## config.mk

```make
export PLATFORM = sky130hd
export DESIGN_NAME = move_timer
export DESIGN_NICKNAME = d
export VERILOG_FILES = /design/src/rtl/scramble_checker_timer.sv
export SDC_FILE = /design/constraint.sdc
export NUM_CORES = 1
export LEC_CHECK = 0
export CAP_MARGIN = 20
export CORE_UTILIZATION = 25
export DETAILED_ROUTE_END_ITERATION = 8
export GPL_TIMING_DRIVEN = 0
export HOLD_SLACK_MARGIN = 0.1
export PLACE_DENSITY = 0.45
export SETUP_SLACK_MARGIN = 0.5
export SYNTH_ARGS = -nofsm -noshare
export SYNTH_HDL_FRONTEND = slang
export SYNTH_SLANG_ARGS = --single-unit
```

## constraint.sdc

```tcl
create_clock -name clk -period 2.1 [get_ports clk]
set_input_delay 0.315 -clock clk [delete_from_list [all_inputs] [get_ports clk]]
set_output_delay 0.315 -clock clk [all_outputs]
set_load 0.05 [all_outputs]
```

## src/rtl/scramble_checker_timer.sv

```systemverilog
// move_timer: idle-cycle counter for the scramble checker.
// Ports: clk, rst (async, active-high), clr_i (sync clear to 0),
//        expired_o (count has reached TIMEOUT-1).
module move_timer #(
    parameter int TIMEOUT = 50_000_000,
    parameter int TO_W    = 26
) (
    input  logic clk,
    input  logic rst,
    input  logic clr_i,
    output logic expired_o
);

    logic [TO_W-1:0] cnt_q;
    logic [TO_W-1:0] cnt_d;

    always_comb begin
        cnt_d = cnt_q;
        if (clr_i) begin
            cnt_d = '0;
        end else if (!expired_o) begin
            cnt_d = cnt_q + 1'b1;
        end
    end

    always_ff @(posedge clk or posedge rst) begin
        if (rst) begin
            cnt_q <= '0;
        end else begin
            cnt_q <= cnt_d;
        end
    end

    assign expired_o = (cnt_q == TO_W'(TIMEOUT - 1));

endmodule

```

==> results.md <==
* ANT nets after route at 0
* Syn Area/Cell at 9.43 sq um
* Crit path arrival time at 1.60 ns
* Setup CP Type: reg -> out
* Most frequent cells in the layout: dfrtp_1 (22), buf_4 (21), buf_6 (12), nor2_1 (11), a21oi_2 (11)
* Reg-to-reg slack, setup at 0.22 ns
* First-pass GRT wire length at 6.51 mm
* CP Buf/Inv Count at 2
* Die Wd at 79.7 microns
* Cells after Synth at 160
* Fin. Hold Viols at 0
* Antenna violations before repair at 0
* Synthesized area at 1510 sq um
* Most flops, register: cnt_q
* Drc violations at 0
* Fillcell total at 556
* CTS sink cnt at 26
* Via-per-instance ratio at 5.07
* Register area at 656 sq um
* Row cnt at 27
* CP Launch Type: flip-flop
* Layout cells sized above 1 at 51.0%
* GR Overflow Total at 0
* CTS tree: built
* CP Max Fanout at 3
* Final wirelength at around 4.3 mm
* Clk_skew at approximately 0.0023 ns
* Final setup vio count at 0
* Diode count at 0
* DR iter-0 viols at 72
* Wirelength per Cell at about 16 microns
* Crit end category: primary output
* GPL Wtd Cong at 0.744
* Commonest non-fill, non-tap cell in the layout: dfrtp_1
* Worst path top cell family by delay: simple AND/OR/NAND/NOR gates
* Max VDD drop at 242 uV
* Power Dens Cells at 371 nW/um^2
* Worst Hold Class: in -> async
* Net count after synthesis at 164
* Crit-path cells: ha_2, and3_4, buf_8, nand4_1, nor2_4, buf_6
* Setup tns final at 0 ns
* Max cap viols at 0
* GR Util All Layers at 13.3%
* CP max stage delay at 0.38 ns
* Final min period at 1.92 ns
* Max-slew violation count at 0
* Num CTS Buffers at 3
* Slowest cell on crit path: dfrtp_1
* Seq cells post-synth at 26
* Reg2Reg Depth at 8
* Tcrit/Tclk final at 91.3%
* Largest registers: cnt_q (26)
* Register area share after synthesis at 43.1%
* Max reg flops at 26
* Die height at 79.7 microns
* Vias in the first global route at 1342
* Final Power at 0.000856 W
* Largest net degree at the start of global routing at 27
* Worst slew margin at 67.2%
* Port-buffer cells at 3
* R2r endpoint: cnt_q[20]
* IO Pins at 4
* Status: complete, no violations
* Clock Latency Late Sink at about 0.27 ns
* Initial core utilization at 26.6%
* Synth-to-Final Area Change at 52.8%
* Area occupied by multi-input gates at 1060 sq um
* Least-Margin Pin Slew at 0.491 ns
* Post-DP HPWL at 2.56 mm
* Ys Warns at 0
* Maximum buffer depth of the clock tree at 2
* Pre-antenna DRT Iters at 4
* Leakage power at between 0.9 and 1 nW
* Reg2reg start: cnt_q[0]
* RSZ-0062 raised after global routing: yes
* Worst path required time at 1.78 ns
* Core area at 5680 sq um
* Cell variety after synth at 33
* H-tree depth at 1
* Die area at 6350 sq um
* DR vias at roughly 1400
* Clk slew on worst S/H paths at roughly 0.09 ns
* Nets at roughly 200
* FMAX at 0.522 GHz
* Root Driver: clkbuf_8
[kinds of logic (layout without fill, tap and decap cells)]
family / after synthesis / after routing / synth area share, %
XOR/XNOR: 5 / 5 / 2.90
multiplexers: 5 / 5 / 3.73
AO/OA/AOI/OAI: 36 / 36 / 14.1
adder cells (fa/ha/maj): 1 / 1 / 0.829
AND/OR/NAND/NOR: 75 / 75 / 30.4
flip-flops: 26 / 26 / 43.1
buffers and inverters: 12 / 50 / 4.89
[synthesized netlist by cell type]
master | n | area [sq um]
a21o_1 | 1 | 7.51
a21oi_1 | 19 | 95.1
and2_1 | 2 | 12.5
and2_2 | 1 | 7.51
and3_1 | 6 | 37.5
and4_1 | 3 | 26.3
and4_2 | 1 | 10.0
and4_4 | 1 | 11.3
buf_2 | 2 | 10.0
buf_4 | 1 | 7.51
buf_6 | 3 | 33.8
clkbuf_1 | 3 | 11.3
dfrtp_1 | 26 | 651
ha_1 | 1 | 12.5
inv_1 | 3 | 11.3
mux2_2 | 5 | 56.3
nand2_1 | 8 | 30.0
nand2_4 | 1 | 11.3
nand3_1 | 12 | 60.1
nand4_1 | 5 | 31.3
nand4_4 | 1 | 21.3
nor2_1 | 12 | 45.0
nor2b_1 | 6 | 37.5
nor3_1 | 2 | 10.0
nor4b_1 | 2 | 17.5
o21a_1 | 1 | 7.51
o21ai_0 | 5 | 25.0
o21ba_2 | 1 | 10.0
o31ai_1 | 9 | 67.6
or3_2 | 3 | 22.5
or4_1 | 9 | 67.6
xnor2_1 | 1 | 8.76
xor2_1 | 4 | 35.0
[what timing repair did]
action,4_1_cts,5_1_grt
endpoints found under the setup margin,26,25
resized for setup,46,33
hold buffers,0,0
pin swaps,18,22
cloned,1,0
setup buffers,15,15
[worst reg2reg max path: stages, from the launching register on]
cell and delay [ns]:
dfrtp_1 0.38, ha_2 0.19, and3_4 0.19, buf_8 0.11, buf_12 0.10, nand4_4 0.10, buf_6 0.15, or4_1 0.48
a21oi_2 0.12
[stage by stage]
step | hold slack, ns | worst slack (ns) | cells | util, % | area (sq um)
6_report | 0.360 | 0.183 | 270 | 40.6 | 2310
5_1_grt | 0.387 | 0.128 | 270 | 40.6 | 2310
4_1_cts | 0.568 | 0.196 | 254 | 35.4 | 2010
3_5_place_dp | 0.558 | -0.318 | 235 | 29.7 | 1690
3_3_place_gp | 0.536 | -0.296 | 235 | 29.7 | 1690
2_1_floorplan | 0.355 | 0.405 | 160 | - | 1570
[area by class of cell]
cell class	count	share of cell area (%)
multi-input cells	122	46.1
flip-flops and latches	26	28.4
repair buffers	35	15.6
well taps	72	3.91
plain buffers	9	3.74
clock buffers	3	1.79
inverters	3	0.488
[worst max-delay path by stage]
stage                         from        end  slack (ns)  cells after the start
after floorplan           cnt_q[0]  cnt_q[20]        0.40                      7
after global placement    cnt_q[0]  expired_o       -0.30                      6
after detailed placement  cnt_q[0]  expired_o       -0.32                      6
after CTS                 cnt_q[0]  expired_o        0.20                      6
after global routing      cnt_q[0]  expired_o        0.13                      6
final                     cnt_q[0]  expired_o        0.18                      6
[power breakdown]
part / leakage (nW) / switching (W) / total [W] / internal (W)
Sequential: 0.354 / 0.00000398 / 0.000509 / 0.000505
Combinational: 0.551 / 0.0000345 / 0.0000602 / 0.0000257
Clock: 0.0216 / 0.000159 / 0.000287 / 0.000129
Total: 0.927 / 0.000197 / 0.000856 / 0.000659
[per-layer routing]
layer / up-vias / part of all wire (%) / routed length, microns / global-route usage [%]
met1: 693 / 48 / 2050 / 17.6
met5: - / 0 / 0 / 0
met2: 8 / 50 / 2120 / 22.7
met4: 0 / 0.24 / 10 / 1.45
met3: 2 / 1.7 / 73 / 2.74
li1: 667 / - / - / -
Note: power is estimated with default switching activity, not from simulation.
